### src/rtl/mem_access_ctrl.sv
// mem_access_ctrl: data-memory initiator for the sequential Y86 core.
// Decodes icode, issues one read or write per instruction over a valid/ready
// request channel, and captures read data from a valid-only response channel.
// Optional build macro MEM_ADDR_CHECK_EN: addresses >= MEM_WORDS complete
// immediately with mem_err instead of issuing a request.
module mem_access_ctrl #(
  parameter int unsigned ADDR_W    = 64,
  parameter int unsigned DATA_W    = 64,
  parameter int unsigned MEM_WORDS = 128
) (
  input  logic              clk,
  input  logic              rst_n,
  input  logic              start,
  input  logic [3:0]        icode,
  input  logic [DATA_W-1:0] valA,
  input  logic [DATA_W-1:0] valP,
  input  logic [DATA_W-1:0] valE,
  output logic              mem_req_valid,
  input  logic              mem_req_ready,
  output logic              mem_req_we,
  output logic [ADDR_W-1:0] mem_req_addr,
  output logic [DATA_W-1:0] mem_req_wdata,
  input  logic              mem_rsp_valid,
  input  logic [DATA_W-1:0] mem_rsp_rdata,
  output logic [DATA_W-1:0] valM,
  output logic              done,
  output logic              busy,
  output logic              mem_err
);

  localparam logic [3:0] IC_RMMOVQ = 4'h4;
  localparam logic [3:0] IC_MRMOVQ = 4'h5;
  localparam logic [3:0] IC_CALL   = 4'h8;
  localparam logic [3:0] IC_RET    = 4'h9;
  localparam logic [3:0] IC_PUSHQ  = 4'hA;
  localparam logic [3:0] IC_POPQ   = 4'hB;

  // A zero-sized memory makes every access out of range; reject it early.
  if (MEM_WORDS == 0) begin : g_bad_cfg
    $error("mem_access_ctrl: MEM_WORDS must be nonzero");
  end

  typedef enum logic [1:0] {
    IDLE = 2'd0,
    REQ  = 2'd1,
    RSP  = 2'd2,
    DONE = 2'd3
  } state_t;

  state_t state;
  state_t state_n;

  logic              acc_c;
  logic              we_c;
  logic [ADDR_W-1:0] addr_c;
  logic [DATA_W-1:0] wdata_c;

  // Instruction decode: access kind, address source and store data.
  always_comb begin
    acc_c   = 1'b0;
    we_c    = 1'b0;
    addr_c  = '0;
    wdata_c = '0;
    unique case (icode)
      IC_MRMOVQ: begin
        acc_c  = 1'b1;
        addr_c = ADDR_W'(valE);
      end
      IC_RET, IC_POPQ: begin
        acc_c  = 1'b1;
        addr_c = ADDR_W'(valA);
      end
      IC_RMMOVQ, IC_PUSHQ: begin
        acc_c   = 1'b1;
        we_c    = 1'b1;
        addr_c  = ADDR_W'(valE);
        wdata_c = valA;
      end
      IC_CALL: begin
        acc_c   = 1'b1;
        we_c    = 1'b1;
        addr_c  = ADDR_W'(valE);
        wdata_c = valP;
      end
      default: ;
    endcase
  end

`ifdef MEM_ADDR_CHECK_EN
  localparam int unsigned CMP_W = (ADDR_W > 32) ? ADDR_W : 32;

  logic oob_c;
  logic err_n;

  // Out-of-range check on the address that would be issued.
  always_comb begin
    oob_c = (CMP_W'(addr_c) >= CMP_W'(MEM_WORDS));
  end
`endif

  // Next-state logic.
  always_comb begin
    state_n = state;
`ifdef MEM_ADDR_CHECK_EN
    err_n   = 1'b0;
`endif
    unique case (state)
      IDLE: begin
        if (start) begin
          if (!acc_c) begin
            state_n = DONE;
          end
`ifdef MEM_ADDR_CHECK_EN
          else if (oob_c) begin
            state_n = DONE;
            err_n   = 1'b1;
          end
`endif
          else begin
            state_n = REQ;
          end
        end
      end
      REQ: begin
        if (mem_req_ready) begin
          state_n = mem_req_we ? DONE : RSP;
        end
      end
      RSP: begin
        if (mem_rsp_valid) begin
          state_n = DONE;
        end
      end
      DONE: begin
        state_n = IDLE;
      end
      default: begin
        state_n = IDLE;
      end
    endcase
  end

  // State register and registered outputs derived from the next state.
  always_ff @(posedge clk or negedge rst_n) begin
    if (!rst_n) begin
      state         <= IDLE;
      mem_req_valid <= 1'b0;
      mem_req_we    <= 1'b0;
      mem_req_addr  <= '0;
      mem_req_wdata <= '0;
      valM          <= '0;
      done          <= 1'b0;
      busy          <= 1'b0;
    end else begin
      state         <= state_n;
      mem_req_valid <= (state_n == REQ);
      done          <= (state_n == DONE);
      busy          <= (state_n != IDLE);
      if ((state == IDLE) && start && acc_c) begin
        mem_req_we    <= we_c;
        mem_req_addr  <= addr_c;
        mem_req_wdata <= wdata_c;
      end
      if ((state == RSP) && mem_rsp_valid) begin
        valM <= mem_rsp_rdata;
      end
    end
  end

`ifdef MEM_ADDR_CHECK_EN
  // Error flag lives only for the done pulse of a rejected access.
  always_ff @(posedge clk or negedge rst_n) begin
    if (!rst_n) begin
      mem_err <= 1'b0;
    end else begin
      mem_err <= err_n;
    end
  end
`else
  assign mem_err = 1'b0;
`endif

endmodule

### config.mk
export PLATFORM = sky130hd
export DESIGN_NAME = mem_access_ctrl
export DESIGN_NICKNAME = d
export VERILOG_FILES = /design/src/rtl/mem_access_ctrl.sv
export SDC_FILE = /design/constraint.sdc
export NUM_CORES = 1
export LEC_CHECK = 0
export BUFFER_PORTS_ARGS = -buffer_cell sky130_fd_sc_hd__clkbuf_2
export CORE_AREA = 4 4 179 181
export DETAILED_ROUTE_END_ITERATION = 12
export DIE_AREA = 0 0 183 185
export PLACE_DENSITY_LB_ADDON = 0.08
export RECOVER_POWER = 100
export SLEW_MARGIN = 25
export SYNTH_ARGS = -nofsm -noshare
export SYNTH_HDL_FRONTEND = slang
export SYNTH_SLANG_ARGS = --single-unit
### constraint.sdc
create_clock -name clk -period 3.8 [get_ports clk]
set_input_delay 0.19 -clock clk [delete_from_list [all_inputs] [get_ports clk]]
set_output_delay 0.19 -clock clk [all_outputs]
set_load 0.01 [all_outputs]
**After elaboration in Yosys (flattened, before gate mapping)**

Cells that the tools add are included.

- Order comparisons: 0
- Shift-type cells: 0
- Multiplexer cells: 10
- Bitwise logic cells: 0
- $mul: 0
- Equality and inequality tests: 11
- $add $sub $neg: 0
- Reduce and logical (&&, ||, !) cells: 10
- Div/mod/pow operators: 0

Operators by type and width:

| cell | number |
|---|---|
| $pmux W64 S2 | 2 |
| $eq A4 B4 Y1 const B | 4 |
| $eq A4 B3 Y1 const B | 2 |
| $mux W2 | 4 |
| $pmux W2 S4 | 1 |
| $eq A2 B2 Y1 const B | 3 |
| $reduce_or A6 Y1 | 1 |
| $eq A2 B1 Y1 const B | 2 |
| $reduce_or A2 Y1 | 2 |
| $reduce_or A4 Y1 | 1 |
| $logic_and A1 B1 Y1 | 3 |
| $mux W1 | 3 |
| $reduce_or A3 Y1 | 1 |
| $logic_not A2 Y1 | 1 |
| $reduce_bool A2 Y1 | 1 |

- Flip-flop bits (word level): 198
- Memories: 0
- Bits in read-only memories: 0
- RAM bits: 0
- Bits in latches: 0

**Longest topological paths before layout**

Gate-level depths: netlist of the first run.

- Depth in word-level cells: 7
- Gate-level depth with buffers: 7
- Gate-level depth less buffers: 5

**Least setup slack after synthesis of the first run**

No wires, ideal clock.

- Path type: flip-flop to flip-flop
- From: reg state[0]
- To: reg mem_req_addr[62]
- Setup slack: 2.267 ns
- Cell stages (with the launch flop): 8
- Required time: 3.665 ns
- Arrival: 1.398 ns
- Clock period less this slack: 1.533 ns
- Buffers on the path: 3
- Cells stage by stage: dfrtp_1 > nor3b_1 > o21ai_1 > buf_2 > buf_4 > buf_2 > nand2_1 > o21ai_0

- Longest elaborated chain between the ends: 3

RTL lines:

| what | RTL line | source |
|---|---|---|
| start, declared | 50 | `state_t state;` |
| start signal, assigned | 155 | `state <= state_n;` |
| $logic_not A2 Y1 | 159 | `if ((state == IDLE) && start && acc_c) begin` |
| $logic_and A1 B1 Y1 (2 in a row) | 159 |  |
| end signal, assigned | 161 | `mem_req_addr <= addr_c;` |
| end, declared | 21 | `output logic [ADDR_W-1:0] mem_req_addr,` |

Every way passes these cells.
A chain may end at the register's enable or synchronous reset.

**Worst setup path after layout of the first run**

- From: in icode[3]
- To: reg mem_req_wdata[51]

- Longest elaborated chain between the ends: 4
- Elaborated cells between the ends (all ways): 11
- Those cells by class: eq/ne (6); mux (2); reduce/logical (3)

RTL lines:

| what | RTL line | source |
|---|---|---|
| start, declared | 14 | `input logic [3:0] icode,` |
| $eq A4 B4 Y1 or $eq A4 B3 Y1 (tied branches) | 64 | `unique case (icode)` |
| $reduce_or A6 Y1 (no line) | - |  |
| $mux W1 | 64 |  |
| $logic_and A1 B1 Y1 | 159 |  |
| end signal, assigned | 162 | `mem_req_wdata <= wdata_c;` |
| end, declared | 22 | `output logic [DATA_W-1:0] mem_req_wdata,` |

Several ways; a longest one is shown, not always the timed one.

==> results.md, run 1 <==
* Clock Sinks at 198
* CTS root buf: clkbuf_16
* Leak Pwr at 0.00532 uW
* Yosys warns at 0
* Slew Limit Fails at 121
* Detailed-route via count at 7528
* CP dominant cell by count: clkbuf_2
* ANT nets after route at 0
* Port buffer count at 460
* Fin nets at 1499
* Pre-CTS WS at 1.21 ns
* WP data required at 4.15 ns
* CP Cell Sequence: clkbuf_2, or3b_4, a21oi_2, clkbuf_2, a22oi_1, o21ai_0
* Violated checks: max-capacitance violations, max-slew violations
* Die Ht at 185 um
* Synth top area cells: dfrtp_1 (60%), a22oi_1 (12%), mux2_2 (8.7%)
* Post-layout min period at 2.97 ns
* Worst min path class: in -> reg
* Final worst setup slack at 0.831 ns
* RePlAce Congestion at 0.785
* IO Pins at 462
* Slew margin rel. at -11.7%
* Area leader, netlist: dfrtp_1
* Startpoint Class: input port
* Critical Path End Type: flip-flop
* WL per Instance at 19.4 um
* Worst Max-Slew Pin Slew at 1.68 ns
* Post-layout util at 38.9%
* Post-DP HPWL at 23000 um
* Core area at 30400 um^2
* Final Instance Area at 11900 um^2
* Fin crit share at 78.1%
* Vias in the first global route at 7718
* Maximum vdd drop at 268 uV
* Starting Density at 27.2%
* # DRC at 0
* DR iter-0 viols at 303
* TNS Setup at 0 ns
* Crit path kind: in -> reg
* Crit path buf inv count at 2
* Largest net degree at the start of global routing at 120
* Chip width at 183 um
* Cell Area, Synth at 8270 um^2
* RSZ-0062 raised after global routing: no
* Pwr dens at 672 nW/um^2
* Post-CTS Resized at 0
* Non-Filler Instances at 1645
* Layout cell share with drive strength beyond 1 at 30.1%
* H-tree levels at 4
* Initial DRT Pass Iterations at 4
* Clk pin slew, worst setup/hold paths at 0.07 ns
* Critical-path top delay cell: a21oi_2
* CTS tree: done
* Die ar. at 33900 um^2
* Mean post-synth cell area at 11.3 um^2
* # Max-Cap Violations at 3
* Global Route Usage Sum at 18.3%
* Post-synth cell types at 26
* Hold Vio Cnt, Final at 0
* First-pass GRT wire length at 47500 um
* CP arrival at 3.32 ns
* Placed instance area at 10900 um^2
* Cell family with the largest share of critical-path delay: compound AO/OA/AOI/OAI gates
* CP max stage delay at 1.20 ns
* Synth Instances at 735
* Initial antenna violation count at 2
* Placed Instances at 1542
* Post-synthesis sequential area ratio at 59.9%
* Clk_skew at 0.0171 ns
* Mapped Nets at 1000
* P&R area growth vs syn at 43.2%
* Skew-Pair Late Insertion Delay at 0.44 ns
* Max Buffers Root-to-Sink at 2
* Fill cell count at 3185
* CP max FO at 38
* Vias per inst at 4.58
* # hold bufs at CTS at 69
* Synthesized flop and latch total at 198
* # setup viols final at 0
* Total grt overflow at 0
* Row cnt at 64
* TritonCTS Buffers at 17
* Top cell type's share of synthesized area at 59.9%
* Status: finished, violations left
* WL final at 32000 um
* Fmax at 337 MHz
* Total setup buffers inserted after CTS at 0
logic make-up after synthesis:
kind of cell	share of synthesized area (%)
AO/OA/AOI/OAI	20.0
buffers and inverters	4.20
flip-flops	59.9
multiplexers	8.83
other	0.0453
AND/OR/NAND/NOR	7.03
stage by stage:
step                      power (uW)  hold WS, ns
final                           7970       0.0280
after global routing            8560      0.00863
after detailed placement        6500        0.408
after floorplan                 4920       -0.106
after CTS                       8380     0.000353
after global placement          6470        0.401
where the power goes:
| part | internal (uW) | switching (uW) | leakage, uW | total [uW] |
|---|---|---|---|---|
| clock | 889 | 881 | 0.000270 | 1770 |
| combinational | 1070 | 1660 | 0.00249 | 2730 |
| sequential | 3000 | 465 | 0.00256 | 3470 |
sequential cells by signal (all words and copies together) (netlist names):
name	cells
busy	1
done	1
mem_req_addr	64
mem_req_valid	1
mem_req_wdata	64
mem_req_we	1
state	2
valM	64
cell type report:
type                    count  area (um^2)  share of cell area, %
repair buffers            540         2840                   24.0
inverters                   3         11.3                 0.0950
clock buffers              20          457                   3.85
well taps                 396          495                   4.18
clock inverters            12         93.8                  0.792
multi-input cells         474         2990                   25.3
flip-flops and latches    198         4950                   41.8
diodes                      2         5.00                 0.0422
metal layers:
metal / track usage [%] / vias to the layer above / share of wire [%]
met1: 22.6 / 3557 / 41
met5: 0 / - / 0
met2: 30.4 / 309 / 49
met3: 6.01 / 25 / 8.4
met4: 5.60 / 0 / 2.1
li1: - / 3637 / -
cells in the final DEF (no fill, tap or decap), types with 5 or more instances in the layout:
master / count
clkbuf_1: 199
clkbuf_16: 17
inv_6: 5
o21ai_0: 123
dlygate4sd3_1: 69
dfrtp_1: 198
o21ai_1: 6
clkbuf_2: 266
mux2_2: 64
nand2_1: 130
a22oi_1: 128
final timing paths:
path | endpoint | startpoint | cells past startpoint | slack, ns
worst max-delay path | mem_req_wdata[51] | icode[3] | 6 | 0.83
worst min-delay path | valM[56] | mem_rsp_rdata[56] | 2 | 0.03
worst max register to register | mem_req_addr[23] | state[1] | 5 | 1.48
worst min register to register | mem_req_addr[49] | mem_req_addr[49] | 2 | 0.48
max in group asynchronous | mem_req_addr[17] | rst_n | 3 | 1.25
min in group asynchronous | valM[58] | rst_n | 2 | 0.38
cells in the mapped netlist (all sizes together):
cell type and n:
nor2 4, clkbuf 18, mux2i 1, nor2b 3, nand2 131, inv 3
or3b 1, nand3b 1, a21oi 3, mux2 64, nand2b 1, a221oi 1
and2 1, conb 1, buf 42, nor3b 2, o21ai 131, a22oi 128
nor3 1, dfrtp 198
Power figures use the tool's default switching activity.
==> run 2, diff against run 1 <==
Settings changed: ABC_AREA from default to 1, CORE_AREA 4 4 179 181 to 4 4 177 179, DIE_AREA 0 0 183 185 to 0 0 181 183.
Clock period 3.8 ns to 2.6 ns, I/O delays scaled along.
==> run 2 against run 1 <==
Against the previous run: the run still ends with max-capacitance violations, max-slew violations left; non-clock buffer count rose by 181; via count rose by 32%; sequential power rose by 47%; critical path depth fell by 2; core utilization rose by 11 points; hold slack got worse by 0.0073 ns; global-route usage rose by 3.7 points; synthesized area rose by 11%; final cell count rose by 35%; die area fell by 2.2%; critical path type is now reg -> reg; largest power group unchanged; highest routed layer unchanged.
==> results.md, run 2 <==
* Vias in the first global route at 10.2k
* CP max FO at 33
* Starting Density at 31.0%
* Worst min path class: in -> reg
* Worst Max-Slew Pin Slew at 1.84 ns
* Total setup buffers inserted after CTS at 0
* Total length of routed met3 wires at 2450 um
* Post-synth cell types at 18
* R2R Setup Slk at 0.51 ns
* # hold bufs at CTS at 248
* Vias per inst at 4.48
* Violated checks: max-capacitance violations, max-slew violations
* Top-count cell post-synth: nand2_1
* Core area at 29600 um^2
* Slew Limit Fails at 62
* Fmax at 478 MHz
* Skew-Pair Late Insertion Delay at 0.44 ns
* Placed Instances at 1936
* Crit path kind: reg -> reg
* Commonest non-fill, non-tap cell in the layout: nand2_1
* WP data required at 2.92 ns
* Post-layout util at 49.6%
* Hold Vio Cnt, Final at 0
* Post-synthesis sequential area ratio at 54.0%
* Routed length on met2 at 18400 um
* Area leader, netlist: dfrtp_1
* Die Ht at 183 um
* CTS tree: done
* Startpoint Class: flip-flop
* Layout cell share with drive strength beyond 1 at 20.9%
* First-pass GRT wire length at 57300 um
* Pwr dens at 834 nW/um^2
* # DRC at 0
* Die ar. at 33100 um^2
* RePlAce Congestion at 0.832
* Ys async rst share at 100%
* Worst R2R Path Depth at 4
* Top cell type's share of synthesized area at 54.0%
* Critical Path End Type: flip-flop
* Synth top area cells: dfrtp_1 (54%), nand2_1 (29%), mux2_2 (7.9%)
* Status: finished, violations left
* Worst Hold Launch: icode[0]
* Synthesized flop and latch total at 198
* ANT nets after route at 0
* Global Route Usage Sum at 22.0%
* Yosys warns at 0
* Non-Filler Instances at 2219
* Initial DRT Pass Iterations at 5
* IO Pins at 462
* Number of synthesized flops with an enable pin at 0
* WHS Path Cells at 2
* Mapped Nets at 1406
* WL final at 37500 um
* Placed instance area at 11900 um^2
* Slew margin rel. at -22.9%
* Clock Sinks at 198
* Final Instance Area at 14700 um^2
* Post-DP HPWL at 25200 um
* CP arrival at 2.41 ns
* Chip width at 181 um
* Fin nets at 2078
* WHS Endpoint: mem_req_we
* H-tree levels at 4
* Leak Pwr at 0.00798 uW
* Maximum vdd drop at 459 uV
* DR iter-0 viols at 491
* Row cnt at 63
* Most instantiated cells after synthesis: nand2_1 (719), dfrtp_1 (198), nand3_1 (66)
* Worst r2r dst: valM[40]
* TNS Setup at 0 ns
* Max Buffers Root-to-Sink at 2
* Cell Area, Synth at 9170 um^2
* Total Power at 12200 uW
* Fin crit share at 80.4%
* TritonCTS Buffers at 17
* Top layer used by detailed routing: met4
* WL per Instance at 16.9 um
* Clk_skew at 0.00999 ns
* Post-CTS Resized at 0
* CTS root buf: clkbuf_16
* Biggest regs: mem_req_addr: 64 flops, mem_req_wdata: 64 flops, valM: 64 flops
* RSZ-0062 raised after global routing: no
* Met1 Wirelength at 15400 um
* Synth Instances at 1141
* Total grt overflow at 0
* R2r startpoint: state[0]
* Initial antenna violation count at 3
* Worst Setup SP: state[0]
* Detailed-route via count at 9948
* Mean post-synth cell area at 8.04 um^2
* Clk pin slew, worst setup/hold paths at 0.07 ns
* Port buffer count at 460
* Post-layout min period at 2.09 ns
* Most frequent cells in the layout: nand2_1 (717), clkbuf_2 (264), dlygate4sd3_1 (248), dfrtp_1 (198), clkbuf_1 (197)
* # setup viols final at 0
* # Max-Cap Violations at 1
* Top_reg_cell synth: dfrtp_1
* P&R area growth vs syn at 59.8%
* Largest net degree at the start of global routing at 118
run 2: through the flow:
stage / hold WS [ns] / worst slack (ns)
2_1_floorplan: -0.166 / 1.27
3_3_place_gp: 0.177 / 0.745
3_5_place_dp: 0.179 / 0.756
4_1_cts: 0.000278 / 0.706
5_1_grt: 0.0246 / 0.310
6_report: 0.0207 / 0.508
run 2: layout make-up:
type	instances	area, um^2
clock inverters	13	133
flip-flops and latches	198	4950
inverters	12	46.3
diodes	3	7.51
multi-input cells	863	3850
well taps	390	488
repair buffers	721	4740
clock buffers	19	443
fillers	3028	14900
run 2: report_power, final:
| group | switching (uW) | leakage (uW) | internal, uW | total, uW |
|---|---|---|---|---|
| logic | 2600 | 0.00513 | 1850 | 4440 |
| registers | 726 | 0.00256 | 4380 | 5110 |
| clock network | 1300 | 0.000287 | 1380 | 2680 |
| total | 4620 | 0.00798 | 7610 | 12200 |
run 2: how the worst max path moves through the flow:
| stage | end | slack (ns) | depth (start not counted) |
|---|---|---|---|
| floorplan | valM[13] | 1.27 | 4 |
| global placement | mem_req_we | 0.75 | 8 |
| detailed placement | mem_req_addr[32] | 0.76 | 9 |
| CTS | mem_req_addr[37] | 0.71 | 10 |
| global route | mem_req_addr[8] | 0.31 | 3 |
| finish | valM[40] | 0.51 | 4 |
run 2: cell families after synthesis:
| group | Yosys count | share of synthesized area [%] |
|---|---|---|
| other | 1 | 0.0409 |
| buffers and inverters | 80 | 4.31 |
| AOI/OAI and AO/OA | 3 | 0.191 |
| and+or+nand+nor | 795 | 33.6 |
| DFF | 198 | 54.0 |
| muxes | 64 | 7.86 |
run 2: metal layers:
layer,track usage (%),vias to the layer above
met5,0,-
met2,37.6,381
li1,-,4868
met4,8.92,0
met1,26.7,4642
met3,5.37,57
run 2: critical path: stages (launching register included):
cell and delay [ns]:
dfrtp_1 0.38, inv_1 0.10, nand3_2 0.70, buf_12 0.47, mux2_2 0.30
==> run 3, diff against run 2 <==
Clock period 2.6 ns to 1.95 ns, I/O delays scaled along.
==> run 3 against run 2 <==
Against the previous run: the run now ends clean; non-clock buffer count is 50 higher; wire length is 0.86% higher; final cell count is 2.2% higher; die area stayed put; via count is 2.5% higher; sequential share of layout area is 0.96 points lower; hold slack worse by 0.0086 ns; largest cell class is now non-clock buffers.
==> results.md, run 3 (synthesis results as in run 2) <==
* Commonest non-fill, non-tap cell in the layout: nand2_1
* Area of the multi-input gates at 3850 um^2
* H-tree levels at 4
* Initial antenna violation count at 2
* Slew margin rel. at 32.9%
* WHS Path Cells at 5
* Initial DRT Pass Iterations at 5
* Worst min path class: in -> reg
* Pwr dens at 1090 nW/um^2
* Die Ht at 183 um
* First-pass GRT wire length at 58400 um
* Layout cell share with drive strength beyond 1 at 20.7%
* CP max stage delay at 0.56 ns
* Most frequent cells in the layout: nand2_1 (717), dlygate4sd3_1 (285), clkbuf_2 (267), clkbuf_1 (201), dfrtp_1 (198)
* ANT nets after route at 0
* Clock Sinks at 198
* Detailed-route via count at 10.2k
* WHS Endpoint: mem_req_wdata[21]
* P&R area growth vs syn at 64.5%
* Max Buffers Root-to-Sink at 2
* # setup viols final at 0
* Startpoint Class: input port
* Largest net degree at the start of global routing at 94
* Clk_skew at 0.00611 ns
* Die ar. at 33100 um^2
* Worst Max-Slew Pin Slew at 1.01 ns
* CP arrival at 2.23 ns
* Port buffer count at 460
* RSZ-0062 raised after global routing: no
* Worst R2R Path Depth at 3
* Total grt overflow at 0
* # DRC at 0
* Row cnt at 63
* Core area at 29600 um^2
* Skew-Pair Late Insertion Delay at 0.44 ns
* # Max-Cap Violations at 0
* WL per Instance at 16.7 um
* Placed Instances at 1949
* R2R Setup Slk at 0.12 ns
* Clk pin slew, worst setup/hold paths at 0.08 ns
* Fin nets at 2128
* DR iter-0 viols at 430
* WP data required at 2.33 ns
* Hold slack at 0.0122 ns
* R2r startpoint: state[1]
* Fin crit share at 94.7%
* Post-layout min period at 1.85 ns
* Hold Vio Cnt, Final at 0
* Slew Limit Fails at 0
* Starting Density at 31.0%
* Critical Path End Type: flip-flop
* TritonCTS Buffers at 17
* Chip width at 181 um
* CP Cell Sequence: dlygate4sd3_1, buf_2, inv_1, nand2_1, nand2_1, buf_6, nand2_1, nand2_1, dlygate4sd3_1, nand2_1, nand2_1
* Status: completed
* Leak Pwr at 0.00822 uW
* Total setup buffers inserted after CTS at 0
* Register area at 4950 um^2
* CP dominant cell by count: nand2_1
* Vias in the first global route at 10.3k
* RePlAce Congestion at 0.826
* Non-Filler Instances at 2268
* Global Route Usage Sum at 22.3%
* IO Pins at 462
* TNS Setup at 0 ns
* Biggest regs: mem_req_addr: 64 flops, mem_req_wdata: 64 flops, valM: 64 flops
* CP max FO at 25
* Fill cell count at 2945
* Worst r2r dst: valM[31]
* Fmax at 541 MHz
* WL final at 37800 um
* CTS tree: done
* Vias per inst at 4.49
* Critical-path top delay cell: dlygate4sd3_1
* CTS root buf: clkbuf_16
* Crit path kind: in -> reg
* Worst Hold Launch: valP[21]
* Maximum vdd drop at 586 uV
* Post-DP HPWL at 26100 um
run 3: critical path: cells and delay by family:
kind	cells	cell delay, ns
buffers and inverters	5	1.65
and+or+nand+nor	6	0.46
run 3: where the power goes:
group / leakage [uW] / total (uW) / internal (uW) / switching [uW]
Combinational: 0.00538 / 5940 / 2500 / 3440
Clock: 0.000288 / 3600 / 1830 / 1770
Sequential: 0.00256 / 6880 / 5840 / 1040
run 3: final cells by class:
| cell class | instances | area share [%] |
|---|---|---|
| timing repair buffer | 771 | 34.2 |
| multi-input combinational | 863 | 25.5 |
| sequential | 198 | 32.8 |
| clock buffer | 18 | 2.84 |
| tap | 390 | 3.23 |
| clock inverter | 14 | 1.05 |
| inverter | 12 | 0.299 |
| antenna | 2 | 0.0332 |
run 3: worst max-delay path by stage:
stage,start,to,slack (ns),cells past startpoint
6_report,icode[0],mem_req_addr[14],0.10,11
4_1_cts,icode[0],mem_req_addr[14],0.09,11
2_1_floorplan,state[1],valM[13],0.62,4
5_1_grt,rst_n,mem_req_wdata[62],0.005,3
3_3_place_gp,icode[2],mem_req_addr[56],0.45,10
3_5_place_dp,icode[2],mem_req_wdata[25],0.44,10
run 3: layer usage:
layer / share of wire [%] / vias up / wire [um] / track usage [%]
li1: - / 4969 / - / -
met1: 41 / 4774 / 15600 / 27.7
met2: 50 / 401 / 18900 / 39.1
met3: 6.3 / 50 / 2380 / 4.80
met4: 2.5 / 0 / 938 / 6.81
met5: 0 / - / 0 / 0
run 3: timing repair:
action                     CTS  global route
hold buffers               285             0
setup endpoints to repair    0            35
hold endpoints to repair   247             0
resized for setup            0             5
run 3: through the flow:
stage               util [%]  total power, uW  cell area, um^2  setup WS (ns)
finish                  51.0            16400            15100          0.103
CTS                     52.2            17100            15400         0.0862
floorplan                  -             9790             9170          0.616
detailed placement      40.6            13000            12000          0.438
global placement        40.6            12900            12000          0.453
global route            51.0            17500            15100        0.00530
